--- src/rtl/fifo_wr_ctrl.sv ---
// fifo_wr_ctrl: write-clock-domain side of the async FIFO.
// Owns the binary write counter, drives the memory write port, publishes the
// registered Gray write pointer, and derives full / almost-full / fill level
// from the read pointer already synchronised into wclk.
// Optional feature macro: WR_OVERFLOW_FLAG_EN adds the sticky woverflow output.
//
// Handshake: winc is a request (valid) and ~wfull is the ready. A write is
// accepted, and memory written at waddr, exactly on a wclk edge where
// wclken = winc & ~wfull is 1. A request while full is not accepted and is
// not retried by this block.
module fifo_wr_ctrl #(
  parameter int ADDR_WIDTH   = 3,
  parameter int AFULL_THRESH = 6
) (
  input  logic                  wclk,
  input  logic                  wrst,
  input  logic                  winc,
  input  logic [ADDR_WIDTH:0]   wq2_rptr,
  output logic [ADDR_WIDTH:0]   wptr,
  output logic [ADDR_WIDTH-1:0] waddr,
  output logic                  wclken,
  output logic                  wfull,
  output logic                  walmost_full,
  output logic [ADDR_WIDTH:0]   wlevel
`ifdef WR_OVERFLOW_FLAG_EN
  ,
  output logic                  woverflow
`endif
);

  localparam logic [ADDR_WIDTH:0] AFULL_LVL = AFULL_THRESH[ADDR_WIDTH:0];

  logic [ADDR_WIDTH:0] wbin;
  logic [ADDR_WIDTH:0] wbin_next;
  logic [ADDR_WIDTH:0] wgray_next;
  logic [ADDR_WIDTH:0] rbin_s;
  logic [ADDR_WIDTH:0] level_next;
  logic [ADDR_WIDTH:0] full_gray;

  // Write strobe and next-state arithmetic, all from current state and inputs.
  always_comb begin
    wclken     = winc & ~wfull;
    wbin_next  = wbin + {{ADDR_WIDTH{1'b0}}, wclken};
    wgray_next = wbin_next ^ (wbin_next >> 1);
    // Full when the write pointer is one lap ahead: top two Gray bits inverted.
    full_gray  = {~wq2_rptr[ADDR_WIDTH:ADDR_WIDTH-1], wq2_rptr[ADDR_WIDTH-2:0]};
    rbin_s     = '0;
    for (int i = 0; i <= ADDR_WIDTH; i++) begin
      rbin_s[i] = ^(wq2_rptr >> i);
    end
    level_next = wbin_next - rbin_s;
  end

  assign waddr = wbin[ADDR_WIDTH-1:0];

  // Pointer, flag and level registers; reset wins over any write request.
  always_ff @(posedge wclk) begin
    if (wrst) begin
      wbin         <= '0;
      wptr         <= '0;
      wfull        <= 1'b0;
      walmost_full <= 1'b0;
      wlevel       <= '0;
    end else begin
      wbin         <= wbin_next;
      wptr         <= wgray_next;
      wfull        <= (wgray_next == full_gray);
      walmost_full <= (level_next >= AFULL_LVL);
      wlevel       <= level_next;
    end
  end

`ifdef WR_OVERFLOW_FLAG_EN
  // Sticky record of any request made while full; only reset clears it.
  always_ff @(posedge wclk) begin
    if (wrst) begin
      woverflow <= 1'b0;
    end else if (winc & wfull) begin
      woverflow <= 1'b1;
    end
  end
`endif

endmodule

--- config.mk ---
export PLATFORM = sky130hd
export DESIGN_NAME = fifo_wr_ctrl
export DESIGN_NICKNAME = d
export VERILOG_FILES = /design/src/rtl/fifo_wr_ctrl.sv
export SDC_FILE = /design/constraint.sdc
export NUM_CORES = 1
export LEC_CHECK = 0
export ABC_CLOCK_PERIOD_IN_PS = 2700
export CORE_UTILIZATION = 30
export CTS_CLUSTER_DIAMETER = 150
export CTS_CLUSTER_SIZE = 16
export DETAILED_ROUTE_END_ITERATION = 16
export PLACE_DENSITY = 0.66
export SYNTH_ARGS = -nofsm -noshare
export SYNTH_HDL_FRONTEND = slang
export SYNTH_SLANG_ARGS = --single-unit
--- constraint.sdc ---
create_clock -name wclk -period 2.7 [get_ports wclk]
set_input_delay 0.54 -clock wclk [delete_from_list [all_inputs] [get_ports wclk]]
set_output_delay 0.54 -clock wclk [all_outputs]
set_load 0.005 [all_outputs]
# ---- Word level (Yosys, flattened, before mapping)
# Cells that the tools add are included.
# W data, S select, Z words.
dict set report totals {
  reg_bits 14
  input_bits 7
  word_cells 17
  out_inout_bits 14
}
dict set report op_classes {
  addsub 2
  magnitude_cmp 1
  reduce_logical 4
  n_eq_ne 1
  bitwise_logic 4
}
# op count
set op_table {}
lappend op_table {{$reduce_xor A4 Y1} 4}
lappend op_table {{$add A4 B1 Y4} 1}
lappend op_table {{$eq A4 B4 Y1} 1}
lappend op_table {{$ge A4 B3 Y1 const B} 1}
lappend op_table {{$sub A4 B4 Y4} 1}
lappend op_table {{$xor A4 B3 Y4} 1}
lappend op_table {{$not A2 Y2} 1}
lappend op_table {{$and A1 B1 Y1} 1}
lappend op_table {{$not A1 Y1} 1}

# ---- Logic depth before layout (Yosys ltp)
# Gate-level depths: netlist (run 1).
dict set report logic_depth {
  ltp_word 5
  mapped_depth 8
  ltp_nobuf 8
}

# ---- Least setup slack after synthesis (run 1)
# OpenSTA, ideal clock, no wires.
dict set report synth_path {
  path_kind {input to register}
  start {input port winc}
  end {register walmost_full}
  arrival_ps 2267
  required_ps 2605
  path_stages 8
  setup_ps 95
  path_slack_ps 337
  path_buffers 0
  path_cell_list {nor2b_1 > ha_1 > ha_1 > ha_1 > nor2b_1 > o21a_1 > or4_4 > o311ai_1}
}
dict set report synth_between {
  elab_chain_len 4
}
# item line_no
set synth_lines {}
lappend synth_lines {{from (decl)} 17} ;# input logic winc,
lappend synth_lines {{$and A1 B1 Y1} 42} ;# wclken = winc & ~wfull;
lappend synth_lines {{$add A4 B1 Y4} 43} ;# wbin_next = wbin + {{ADDR_WIDTH{1'b0}}, wclken};
lappend synth_lines {{named net wbin_next[1]} 34} ;# logic [ADDR_WIDTH:0] wbin_next;
lappend synth_lines {{$sub A4 B4 Y4} 51} ;# level_next = wbin_next - rbin_s;
lappend synth_lines {{$ge A4 B3 Y1} 68} ;# walmost_full <= (level_next >= AFULL_LVL);
lappend synth_lines {{to (signal assigned)} 68}
lappend synth_lines {{to (decl)} 23} ;# output logic walmost_full,
# The timed path passes the listed nets, and every way through them passes these cells.
# A chain may end at the register's enable or synchronous reset.

# ---- Worst setup path after layout (run 1)
# Ends and elaborated chain as after synthesis.

==> results.py, run 1 <==
metrics = {
    "synthesis": {
        "syn_inst": 59,
        "synth_top_area_cell": "dfxtp_1",
        "synth_most_common_cell": "dfxtp_1",
        "syn_area_per_cell_um2": 10.50,
        "synth_area_leaders": "dfxtp_1 42%, ha_1 10%, xnor2_1 9.9%, xor2_1 8.5%, nor2_1 6.1%",
        "synth-edff-count": 0,
        "ys_warn_count": 0,
        "yosysUniqueCellTypes": 19,
        "synth_top_area_share": 0.4202,
        "synth_ff_type": "dfxtp_1",
        "synth_nets": 72,
        "async_reset_ff_frac": 0,
        "synthesis.area_um2": 619.3,
        "synth_commonest_cells": "13 x dfxtp_1, 10 x nor2_1, 7 x xnor2_1",
        "yosysSeqAreaShare": 0.4202,
        "synth-seq-cells": 13,
    },
    "power": {
        "ir_worst_vdd_mv": 0.3985,
        "finalPower_uw": 553.5,
        "clockPowerShare": 0.213,
        "p_comb_frac": 0.371,
        "power_density_mw_per_mm2": 579.8,
        "p_switching_uw": 149.1,
        "swShare": 0.2694,
        "seqPwrFrac": 0.416,
        "p_int_uw": 404.4,
        "power_leakage_nw": 0.4312,
    },
    "detailed_routing": {
        "via_count": 512,
        "drc_errors": 0,
        "drt-total-wl_um": 1230,
        "ant_nets": 0,
        "vias_per_cell": 4.267,
        "wl_per_cell_um": 10.25,
        "drt_pass1_iterations": 3,
        "initialDrtViolationCount": 4,
    },
    "placement": {
        "dp_cells": 116,
        "place_congestion": 0.7512,
        "io_buffers": 20,
        "dpl.hpwl_um": 1004,
    },
    "sta": {
        "clock.fmax_mhz": 397.2,
        "setup_viol": 0,
        "worstMarginPinSlew_ps": 308.5,
        "clock_skew_ps": 7.739,
        "finalCriticalPeriod_ps": 2518,
        "drv_slew": 0,
        "fin_crit_sh": 0.9324,
        "whs_ps": 622.2,
        "rsz0062_at_grt": "false",
        "maxSlewHeadroom": 0.7936,
        "hold_viol_final": 0,
    },
    "clock_tree": {
        "clkTransAtPathRegs_ps": 80,
        "post_cts_resized": 0,
        "cts_setup_buffers": 0,
        "cts_buffers": 3,
        "cts-root-buf": "clkbuf_4",
        "cts_tree": "built",
        "cts_buffer_depth": 2,
        "hold_buffers": 0,
        "clkSinkCount": 13,
        "h-tree-depth": 1,
        "clk_latency_ps": 280,
    },
    "run": {
        "maxCapViolations": 0,
    },
    "cells_and_area": {
        "fill_cells": 201,
        "drive_gt1_frac": 0.1720,
        "area_growth_pct": 54.14,
        "stdcell_count": 120,
        "n_antenna_cell": 0,
        "layout.nets": 107,
    },
    "floorplanning": {
        "coreArea_mm2": 0.001942,
        "dieArea_mm2": 0.002250,
        "die_h_um": 47.44,
        "initial_core_util": 0.3189,
        "ios": 21,
        "num_rows": 16,
        "die_x_um": 47.44,
    },
    "setup_path": {
        "crit_arrival_ps": 2710,
        "worst_setup_path_start_kind": "input pin",
        "required_ps": 2890,
        "path_max_fanout": 2,
        "path_class": "input pin to flop",
        "endpoint_kind": "flop",
    },
    "worst_hold_path": {
        "min_path_type": "flop to flop",
    },
    "global_routing": {
        "use_met3": 0.02264,
        "gr-usage-met1": 0.1172,
        "busiest_layer": "met2",
        "grt_pass1_vias": 474,
        "grt_pass1_wl_um": 1759,
        "grt.met2_usage": 0.2110,
        "antenna_found_initial": 0,
        "track_usage": 0.1164,
        "grt_start_max_net_pins": 14,
        "grt_overflow_total": 0,
    },
    "outcome": {
        "outcome": "finished, final reports clean",
    },
}
==> worst max-delay path: stages <==
cell and delay [ps]:
clkdlybuf4s50_1 450, nor2b_1 170, ha_1 200, ha_1 250, ha_1 290, nor2b_1 130, o21a_1 180, or4_4 420
o311ai_1 80
==> state kept, by name, summed over array words and instances, names as in the netlist <==
signal	count
walmost_full	1
wbin	3
wfull	1
wlevel	4
wptr	4
==> layer usage <==
layer | up-vias | wire length, µm
met4 | 0 | 36
met5 | - | 0
met3 | 4 | 44
met2 | 13 | 652
met1 | 233 | 496
li1 | 262 | -
==> cell families (layout without fill, tap and decap cells) <==
family                     count (synthesis)  in the layout  synth area share
buffers and inverters                      5             39           0.03636
xor gates and xnor gates                  14             14            0.2202
DFF                                       13             13            0.4202
AOI/OAI and AO/OA                          4              4           0.05052
and+or+nand+nor                           17             17            0.1394
adders and majority gates                  6              6            0.1333
==> cell type report <==
class,instances,area (µm²),share of cell area
inverters,4,15.01,0.01573
repair buffers,31,282.8,0.2962
clock buffers,4,26.28,0.02752
multi-input cells,41,336.6,0.3526
well taps,27,33.78,0.03539
flip-flops and latches,13,260.3,0.2726
==> per-stage QoR <==
step / utilization / worst slack [ps] / cell area (µm²) / setup TNS, ps
floorplan: - / 337.3 / 619.3 / 0
global placement: 0.4781 / -82.89 / 928.4 / -137.8
detailed placement: 0.4781 / -132.0 / 928.4 / -228.8
CTS: 0.4916 / 161.7 / 954.7 / 0
global route: 0.4916 / 56.41 / 954.7 / 0
finish: 0.4916 / 182.4 / 954.7 / 0
==> power by group through the flow <==
stage          clock (mW)  combinational (mW)  sequential, mW
2_1_floorplan           0              0.0957           0.239
3_3_place_gp            0               0.204           0.235
3_5_place_dp            0               0.209           0.235
4_1_cts             0.126               0.210           0.230
5_1_grt             0.135               0.228           0.234
6_report            0.118               0.205           0.230
==> path summary, 6_finish.rpt <==
check / start / to / cells past startpoint / slack (ps)
worst max-delay path: winc / walmost_full / 9 / 180
worst min-delay path: wptr[3] / wptr[3] / 2 / 620
worst max register to register: wfull / walmost_full / 8 / 610
worst min register to register: wptr[3] / wptr[3] / 2 / 620
==> placed cells by master, fill, tap and decap left out <==
cell type	Yosys	routed
a21boi_0	1	1
and2_1	1	1
and4_2	1	1
buf_4	1	11
clkbuf_1	0	1
clkbuf_4	0	3
clkdlybuf4s50_1	0	20
dfxtp_1	13	13
fa_1	1	1
ha_1	5	5
inv_1	4	4
nand2_1	1	1
nand3_1	1	1
nor2_1	10	10
nor2b_1	2	2
o211ai_1	1	1
o21a_1	1	1
o311ai_1	1	1
or4_4	1	1
xnor2_1	7	7
xnor3_1	1	1
xor2_1	6	6
Power figures use the tool's default switching activity.
==> inputs of run 2 (changes only) <==
--- a/config.mk
+++ b/config.mk
@@ -6,6 +6,7 @@
 export NUM_CORES = 1
 export LEC_CHECK = 0
 export ABC_CLOCK_PERIOD_IN_PS = 2700
+export CORE_ASPECT_RATIO = 1.4
 export CORE_UTILIZATION = 30
 export CTS_CLUSTER_DIAMETER = 150
 export CTS_CLUSTER_SIZE = 16
==> results.py, run 2 (synthesis results as in run 1) <==
metrics = {
    "sta": {
        "hold_viol_final": 0,
        "clock_skew_ps": 6.804,
        "whs_ps": 600.6,
        "worstMarginPinSlew_ps": 471.0,
        "fin_crit_sh": 0.9643,
        "setup_ws_ps": 96.50,
        "clock.fmax_mhz": 384.1,
        "drv_slew": 0,
        "maxSlewHeadroom": 0.6850,
        "finalCriticalPeriod_ps": 2603,
        "setup_viol": 0,
        "rsz0062_at_grt": "false",
    },
    "power": {
        "p_int_uw": 396.5,
        "clockPowerShare": 0.218,
        "p_comb_frac": 0.363,
        "power_leakage_nw": 0.4070,
        "p_switching_uw": 150.6,
        "ir_worst_vdd_mv": 0.3207,
        "power_density_mw_per_mm2": 601.4,
        "finalPower_uw": 547.0,
        "swShare": 0.2752,
        "seqPwrFrac": 0.419,
    },
    "global_routing": {
        "grt_start_max_net_pins": 14,
        "grt_overflow_total": 0,
        "antenna_found_initial": 0,
        "grt_pass1_wl_um": 1945,
        "track_usage": 0.1260,
        "grt_pass1_vias": 489,
    },
    "placement": {
        "dp_cells": 105,
        "preCtsSetupSlack_ps": -169.9,
        "io_buffers": 20,
        "dpl.hpwl_um": 947.1,
        "place_congestion": 0.8085,
        "postPlaceCellArea_um2": 883.3,
    },
    "cells_and_area": {
        "stdcell_count": 109,
        "n_antenna_cell": 0,
        "final_common_cell": "clkdlybuf4s50_1",
        "reg_top3": "wlevel: 4 flops, wptr: 4 flops, wbin: 3 flops",
        "final_area_um2": 909.6,
        "layout.nets": 102,
        "fill_cells": 193,
        "area_growth_pct": 46.87,
        "drive_gt1_frac": 0.1250,
        "mostFrequentLayoutCells": "20 x clkdlybuf4s50_1, 13 x dfxtp_1, 10 x nor2_1",
    },
    "setup_path": {
        "crit_arrival_ps": 2780,
        "timing.rr.start": "wfull",
        "path_max_fanout": 3,
        "endpoint_kind": "flop",
        "crit_chain": "clkdlybuf4s50_1, xnor2_1, xor2_1, xnor2_1, ha_1, nor2b_1, o21a_1, or4_4, o311ai_1",
        "cp_common_cell": "xnor2_1",
        "path_class": "input pin to flop",
        "crit_slowest_cell": "clkdlybuf4s50_1",
        "crit_path_start": "wq2_rptr[3]",
        "required_ps": 2870,
        "crit_family": "XOR/XNOR gates",
        "worst-path-buf-inv": 1,
        "max_stage_delay_ps": 460,
        "worst_setup_path_start_kind": "input pin",
    },
    "clock_tree": {
        "clkTransAtPathRegs_ps": 80,
        "h-tree-depth": 1,
        "cts_setup_buffers": 0,
        "clkSinkCount": 13,
        "hold_buffers": 0,
        "cts-root-buf": "clkbuf_4",
        "post_cts_resized": 0,
        "clk_latency_ps": 270,
        "cts_tree": "built",
        "cts_buffers": 3,
        "cts_buffer_depth": 2,
    },
    "detailed_routing": {
        "drt_pass1_iterations": 4,
        "wl_per_cell_um": 10.81,
        "ant_nets": 0,
        "vias_per_cell": 4.651,
        "drc_errors": 0,
        "via_count": 507,
        "drt-total-wl_um": 1178,
        "initialDrtViolationCount": 2,
    },
    "floorplanning": {
        "die_x_um": 40.40,
        "dieArea_mm2": 0.002253,
        "die_h_um": 55.76,
        "coreArea_mm2": 0.001949,
        "ios": 21,
        "initial_core_util": 0.3177,
        "num_rows": 19,
    },
    "worst_hold_path": {
        "hold_start": "wptr[3]",
        "min_path_type": "flop to flop",
    },
    "outcome": {
        "outcome": "finished, final reports clean",
    },
    "run": {
        "maxCapViolations": 0,
    },
}
run 2: metal layers:
layer	vias to the layer above	global-route usage	wire, µm
met2	16	0.1973	624
li1	249	-	-
met4	0	0.1000	38
met1	238	0.1429	478
met5	-	0	0
met3	4	0.01200	37
run 2: worst register-to-register path: cells and delay by family, from the launching register on:
kind | cells | cell delay [ps]
AO/OA/AOI/OAI | 2 | 220
XOR/XNOR | 1 | 280
adder cells (fa/ha/maj) | 3 | 700
AND/OR/NAND/NOR | 2 | 560
flip-flops | 1 | 310
run 2: cell type report:
cell class	instances	area, µm²	share of cell area
flip-flops and latches	13	260.3	0.2861
repair buffers	26	245.2	0.2696
multi-input cells	41	336.6	0.3700
well taps	21	26.28	0.02889
inverters	4	15.01	0.01651
clock buffers	4	26.28	0.02889
run 2: power groups by stage:
| stage | combinational, mW | clock, mW | sequential (mW) |
|---|---|---|---|
| after CTS | 0.200 | 0.124 | 0.229 |
| after global placement | 0.196 | 0 | 0.235 |
| after detailed placement | 0.199 | 0 | 0.234 |
| after global routing | 0.221 | 0.135 | 0.233 |
| final | 0.199 | 0.119 | 0.229 |
| after floorplan | 0.0957 | 0 | 0.239 |
run 2: final timing paths:
path                                     end  slack (ps)  cells past startpoint
worst min-delay path                 wptr[3]         600                      2
worst min register to register       wptr[3]         600                      2
worst max register to register  walmost_full         520                      8
worst max-delay path            walmost_full         100                      9
run 2: metrics by stage:
stage            util  setup TNS [ps]
3_5_place_dp   0.4531          -299.6
5_1_grt        0.4666               0
2_1_floorplan       -               0
6_report       0.4666               0
4_1_cts        0.4666               0
3_3_place_gp   0.4531          -270.7
